## config.mk

```make
export PLATFORM = sky130hd
export DESIGN_NAME = board_mem_slave_flat
export DESIGN_NICKNAME = d
export VERILOG_FILES = /design/src/rtl/board_mem_slave_if.sv /design/src/rtl/board_mem_slave.sv /design/src/flat_wrapper.sv
export SDC_FILE = /design/constraint.sdc
export NUM_CORES = 2
export LEC_CHECK = 0
export CORE_UTILIZATION = 50
export CTS_BUF_LIST = sky130_fd_sc_hd__clkbuf_16
export CTS_CLUSTER_DIAMETER = 200
export CTS_CLUSTER_SIZE = 25
export DETAILED_ROUTE_END_ITERATION = 10
export PLACE_DENSITY = 0.76
export SYNTH_ARGS = -nofsm -noshare
export SYNTH_HDL_FRONTEND = slang
export SYNTH_SLANG_ARGS = --single-unit
```

## constraint.sdc

```tcl
create_clock -name CLK_I -period 6.5 [get_ports CLK_I]
set_clock_uncertainty 0.2 [all_clocks]
set_input_delay 1.3 -clock CLK_I [delete_from_list [all_inputs] [get_ports CLK_I]]
set_output_delay 1.3 -clock CLK_I [all_outputs]
set_load 0.05 [all_outputs]
```

## src/rtl/board_mem_slave_if.sv

```systemverilog
// Wishbone classic-cycle link between a board-memory master (game logic or
// display) and the board_mem_slave responder.
//
// Signals (names follow the master's point of view, as in the Wishbone spec):
//   ADR_O  master -> slave  cell address, row*16 + col
//   DAT_O  master -> slave  write data
//   WE_O   master -> slave  1 = write, 0 = read
//   STB_O  master -> slave  strobe
//   CYC_O  master -> slave  bus cycle valid
//   DAT_I  slave -> master  read data
//   ACK_I  slave -> master  acknowledge
interface board_mem_slave_if #(
   parameter int ADDR_W = 8,
   parameter int DATA_W = 8
);
   logic [ADDR_W-1:0] ADR_O;
   logic [DATA_W-1:0] DAT_O;
   logic              WE_O;
   logic              STB_O;
   logic              CYC_O;
   logic [DATA_W-1:0] DAT_I;
   logic              ACK_I;

   modport master (
      output ADR_O, DAT_O, WE_O, STB_O, CYC_O,
      input  DAT_I, ACK_I
   );

   modport slave (
      input  ADR_O, DAT_O, WE_O, STB_O, CYC_O,
      output DAT_I, ACK_I
   );
endinterface

```

## src/rtl/board_mem_slave.sv

```systemverilog
// Minesweeper board memory: a 16x16 grid of 8-bit tile cells behind a
// Wishbone classic-cycle slave port. A built-in clear engine fills every
// cell with INIT_VAL after reset and whenever clear_req is pulsed while the
// bus is idle; bus requests stall while it runs.
//
// Ports:
//   CLK_I      clock
//   RST_I      asynchronous, active-high reset
//   bus        Wishbone slave side (ADR_O/DAT_O/WE_O/STB_O/CYC_O in,
//              DAT_I/ACK_I out)
//   clear_req  single-cycle pulse requesting a full board clear
//   busy       high while the clear engine is sweeping the memory
module board_mem_slave #(
   parameter int              ADDR_W   = 8,
   parameter int              DATA_W   = 8,
   parameter logic [DATA_W-1:0] INIT_VAL = '0
) (
   input  logic                    CLK_I,
   input  logic                    RST_I,
   board_mem_slave_if.slave        bus,
   input  logic                    clear_req,
   output logic                    busy
);

   localparam int DEPTH = 1 << ADDR_W;

   typedef enum logic [1:0] {
      CLEAR = 2'd0,
      IDLE  = 2'd1,
      ACK   = 2'd2
   } state_t;

   state_t              state;
   state_t              state_next;
   logic [ADDR_W-1:0]   clear_cnt;
   logic [ADDR_W-1:0]   clear_cnt_next;
   logic                mem_we;
   logic [ADDR_W-1:0]   mem_addr;
   logic [DATA_W-1:0]   mem_wdata;
   logic                rd_en;
   logic [DATA_W-1:0]   rd_data;
   logic [DATA_W-1:0]   mem [DEPTH];

   // Control registers: FSM state, clear sweep pointer and the read-data
   // holding register. Reset drops us into CLEAR at cell 0 so the board is
   // always swept before the first bus access. rd_data only changes on an
   // accepted read, so writes and clears never disturb what DAT_I shows.
   always_ff @(posedge CLK_I or posedge RST_I) begin
      if (RST_I) begin
         state     <= CLEAR;
         clear_cnt <= '0;
         rd_data   <= '0;
      end else begin
         state     <= state_next;
         clear_cnt <= clear_cnt_next;
         if (rd_en) begin
            rd_data <= mem[bus.ADR_O];
         end
      end
   end

   // Tile storage has no reset; its contents only become defined through
   // the clear engine or bus writes. A single write port is shared between
   // the clear sweep and the bus, which never both want it in one cycle.
   always_ff @(posedge CLK_I) begin
      if (mem_we) begin
         mem[mem_addr] <= mem_wdata;
      end
   end

   // Next-state and write-port steering. In CLEAR one cell is written per
   // cycle and the sweep ends after cell 255 (the counter wraps back to 0
   // by itself). In IDLE a clear request beats a simultaneous bus request;
   // the bus request is left pending and picked up once the sweep is done.
   // ACK always lasts exactly one cycle, so a strobe still held high there
   // is not mistaken for a new request.
   always_comb begin
      state_next     = state;
      clear_cnt_next = clear_cnt;
      mem_we         = 1'b0;
      mem_addr       = bus.ADR_O;
      mem_wdata      = bus.DAT_O;
      rd_en          = 1'b0;
      case (state)
         CLEAR: begin
            mem_we         = 1'b1;
            mem_addr       = clear_cnt;
            mem_wdata      = INIT_VAL;
            clear_cnt_next = clear_cnt + ADDR_W'(1);
            if (clear_cnt == {ADDR_W{1'b1}}) begin
               state_next = IDLE;
            end
         end
         IDLE: begin
            if (clear_req) begin
               state_next     = CLEAR;
               clear_cnt_next = '0;
            end else if (bus.CYC_O && bus.STB_O) begin
               state_next = ACK;
               if (bus.WE_O) begin
                  mem_we = 1'b1;
               end else begin
                  rd_en = 1'b1;
               end
            end
         end
         ACK: begin
            state_next = IDLE;
         end
         default: begin
            state_next     = CLEAR;
            clear_cnt_next = '0;
         end
      endcase
   end

   // Outputs are decoded straight from the state so they take their reset
   // values the instant RST_I rises.
   assign bus.ACK_I = (state == ACK);
   assign bus.DAT_I = rd_data;
   assign busy      = (state == CLEAR);

endmodule

```

## src/flat_wrapper.sv

```systemverilog
// flat-port wrapper written by rule: the top's interface ports become plain ports
module board_mem_slave_flat 
#(
   parameter int              ADDR_W   = 8,
   parameter int              DATA_W   = 8,
   parameter logic [DATA_W-1:0] INIT_VAL = '0
)
  (CLK_I, RST_I, clear_req, busy, bus_ADR_O, bus_DAT_O, bus_WE_O, bus_STB_O, bus_CYC_O, bus_DAT_I, bus_ACK_I);
  board_mem_slave_if #(.ADDR_W(ADDR_W), .DATA_W(DATA_W)) bus_i ();
  input  logic CLK_I;
  input  logic RST_I;
  input  logic clear_req;
  output logic busy;
  input wire logic [$bits(bus_i.ADR_O)-1:0] bus_ADR_O;
  input wire logic [$bits(bus_i.DAT_O)-1:0] bus_DAT_O;
  input wire logic [$bits(bus_i.WE_O)-1:0] bus_WE_O;
  input wire logic [$bits(bus_i.STB_O)-1:0] bus_STB_O;
  input wire logic [$bits(bus_i.CYC_O)-1:0] bus_CYC_O;
  output wire logic [$bits(bus_i.DAT_I)-1:0] bus_DAT_I;
  output wire logic [$bits(bus_i.ACK_I)-1:0] bus_ACK_I;
  assign bus_i.ADR_O = bus_ADR_O;
  assign bus_i.DAT_O = bus_DAT_O;
  assign bus_i.WE_O = bus_WE_O;
  assign bus_i.STB_O = bus_STB_O;
  assign bus_i.CYC_O = bus_CYC_O;
  assign bus_DAT_I = bus_i.DAT_I;
  assign bus_ACK_I = bus_i.ACK_I;
  board_mem_slave #(.ADDR_W(ADDR_W), .DATA_W(DATA_W), .INIT_VAL(INIT_VAL)) u_core (.CLK_I(CLK_I), .RST_I(RST_I), .bus(bus_i), .clear_req(clear_req), .busy(busy));
endmodule
```

==> flow_summary.ini <==
[outcome]
status = completed

[placed_design]
gp_congestion = 0.9281
post-dp-hpwl_um = 134200
place_area_sq_mm = 0.08423
portBuffers = 31

[worst_setup_path]
cp_max_fo = 33
arrival_ps = 3390
crit_path_end_kind = output pin
worstSetupStartpoint = u_core.state[1]
r2r-start = u_core.state[1]
criticalPathCategory = reg -> out
cp_data_required_time_ps = 5000
setup.worst_path.start_class = register

[clocking]
cts.clk_slew.worst_paths_ps = 100
cts_buffers = 92
root_buffer = clkbuf_16
ctsHoldBuffers = 0
htree_levels = 3
clkLatencyLatePin_ps = 750
clockBufferDepth = 3
cts_setup_buffers = 0
clock-sinks = 2066
postCtsResizedCells = 0
cts_tree = yes

[hold_path]
min-delay-path-class = reg -> reg
min_from = u_core.clear_cnt[5]

[floorplanning]
die_area_sq_mm = 0.1652
dieWidth_um = 406.5
rows = 148
core_area_sq_mm = 0.1626
fp.dieH_um = 406.5
initial_core_util_pct = 50.31
pin_count = 32

[routing]
firstDrtPassIters = 6
wl_per_cell_um = 33.32
drtAntennaViolNets = 0
drt_iter0_drc = 7258
drc = 0
vias_per_cell = 6.712
vias = 42503
routed_wl_um = 211000

[final_layout]
multi_input_comb_area_sq_mm = 0.01798
regArea_sq_mm = 0.06195
fin_area_sq_mm = 0.08683
syn2layout_area_growth_pct = 6.157
drive_above_1_share_pct = 16.01
fillers = 12298
finalNetCount = 4123

[sta]
fin_setup_tns_ps = 0
period_share_pct = 75.24
setup_viol = 0
worst_pin_slew_ps = 1404
min_period_ps = 4891
rsz0062_at_grt = false
timing.fmax_ghz = 0.2045
relSlewSlack_pct = 3.997
drv_slew = 0
finalHoldViolCount = 0

[grt]
grt_max_degree = 139
grt_pass1_wl_um = 298900
antenna_found_initial = 11
grt-ovfl-total = 0
grt_usage_pct = 25.47
first_global_vias = 40390

[job]
cap_violations = 0

[power_and_ir_drop]
total_power_w = 0.02352
power_density_mw_per_mm2 = 270.8
peakVddDrop_uv = 203.8
leakagePower_nw = 27.49

[synth]
ys.warnings.count = 0
synth_edf_count = 2048
syn_inst = 4090
synth_cell_types = 81
seq_area_frac_synth_pct = 75.74
ys_ff_latch = 2066
netlist_area_sq_mm = 0.08179
synth.net_count = 4113
synth-main-ff-cell = edfxtp_1
avgSynthCellArea_sq_um = 20.00
async_flop_share_pct = 0.8712
[through the flow]
stage	worst slack, ps	hold WS, ps	util [%]	std cells
after floorplan	885.9	281.0	-	4090
after global placement	845.3	351.7	51.80	6180
after detailed placement	905.4	356.4	51.80	6181
after CTS	1663	371.8	53.40	6329
after global routing	1588	412.6	53.40	6329
final	1609	382.7	53.41	6332
[cells by family (layout without fill, tap and decap cells)]
group | count (synthesis) | in the layout | share of synthesized area [%]
DFF | 2066 | 2066 | 75.74
muxes | 724 | 724 | 14.55
and+or+nand+nor | 593 | 593 | 3.296
AOI/OAI and AO/OA | 449 | 449 | 4.031
buffers and inverters | 256 | 320 | 2.357
adders and majority gates | 1 | 1 | 0.01529
xor gates and xnor gates | 1 | 1 | 0.01071
other | 0 | 3 | 0
[where the power goes]
group / internal, W / switching (W)
combinational: 0.000587 / 0.00152
clock: 0.00265 / 0.00392
sequential: 0.0147 / 0.000118
total: 0.0180 / 0.00556
[worst paths after layout]
| path | end | slack, ps | cells past startpoint |
|---|---|---|---|
| max | busy | 1610 | 4 |
| min | u_core.clear_cnt[5] | 380 | 1 |
| max reg2reg | u_core.mem[55][6] | 1700 | 5 |
| min reg2reg | u_core.clear_cnt[5] | 380 | 1 |
| max in group asynchronous | u_core.bus.DAT_I[0] | 4500 | 2 |
| min in group asynchronous | u_core.bus.DAT_I[3] | 920 | 2 |
[final cells by class]
cell class,instances,area share [%]
flip-flops and latches,2066,71.35
multi-input cells,1768,20.71
well taps,2175,3.134
clock buffers,94,2.709
repair buffers,167,1.791
clock inverters,54,0.2796
inverters,5,0.02594
diodes,3,0.008646
[cell usage in the layout (no fill, tap or decap), drive strengths merged, types with 7 or more instances in the layout]
master / netlist / final
edfxtp: 2048 / 2048
mux4: 351 / 351
mux2i: 307 / 307
nor2: 282 / 282
buf: 167 / 139
nand2: 129 / 129
clkbuf: 84 / 94
o22ai: 94 / 94
mux2: 66 / 66
inv: 3 / 56
a211oi: 55 / 55
o21ai: 50 / 50
a21oi: 45 / 45
o221ai: 42 / 42
nand3: 40 / 40
a221oi: 35 / 35
and2: 30 / 30
clkdlybuf4s50: 0 / 27
a2111oi: 27 / 27
nor3: 26 / 26
o211ai: 25 / 25
dfrtp: 18 / 18
nor4: 15 / 15
a22oi: 15 / 15
nand3b: 15 / 15
nand4: 14 / 14
a31oi: 12 / 12
a22o: 11 / 11
o2111ai: 10 / 10
a31o: 9 / 9
o31ai: 9 / 9
or3: 8 / 8
nor2b: 7 / 7
[registers in the layout, summed over array words and instances, names as in the netlist]
name              count
u_core.bus.DAT_I      8
u_core.clear_cnt      8
u_core.mem         2048
u_core.state          2
[synth_stat cells (13+ instances only)]
master / count / area (sq um)
edfxtp_1: 2048 / 61500
mux2i_1: 307 / 3073
mux4_2: 303 / 6824
nor2_1: 281 / 1055
nand2_1: 129 / 484.2
o22ai_1: 93 / 581.8
clkbuf_1: 82 / 307.8
mux2_2: 66 / 743.2
buf_2: 57 / 285.3
a211oi_1: 55 / 412.9
mux4_1: 48 / 1261
o21ai_0: 47 / 235.2
a21oi_1: 45 / 225.2
o221ai_1: 40 / 350.3
nand3_1: 36 / 180.2
a221oi_1: 34 / 297.8
buf_4: 34 / 255.2
buf_6: 33 / 371.6
nor3_1: 25 / 125.1
o211ai_1: 24 / 180.2
and2_1: 23 / 143.9
a2111oi_0: 21 / 183.9
buf_8: 20 / 300.3
buf_12: 18 / 360.4
dfrtp_1: 18 / 450.4
a22oi_1: 15 / 112.6
nor4_1: 15 / 93.84
nand4_1: 14 / 87.58
nand3b_1: 13 / 97.59
[layer usage]
| metal | up-vias | share of wire [%] | track usage [%] |
|---|---|---|---|
| li1 | 16840 | - | - |
| met1 | 21837 | 37 | 35.91 |
| met2 | 3307 | 46 | 38.52 |
| met3 | 507 | 13 | 5.827 |
| met4 | 12 | 4.8 | 10.59 |
| met5 | - | 0.037 | 0 |
[worst max-delay path, stage by stage (launching register included)]
cell             delay [ps]
dfrtp_1                 550
or2_1                   290
buf_4                   260
inv_2                   410
clkdlybuf4s50_1        1100
Note: power is estimated with default switching activity, not from simulation.
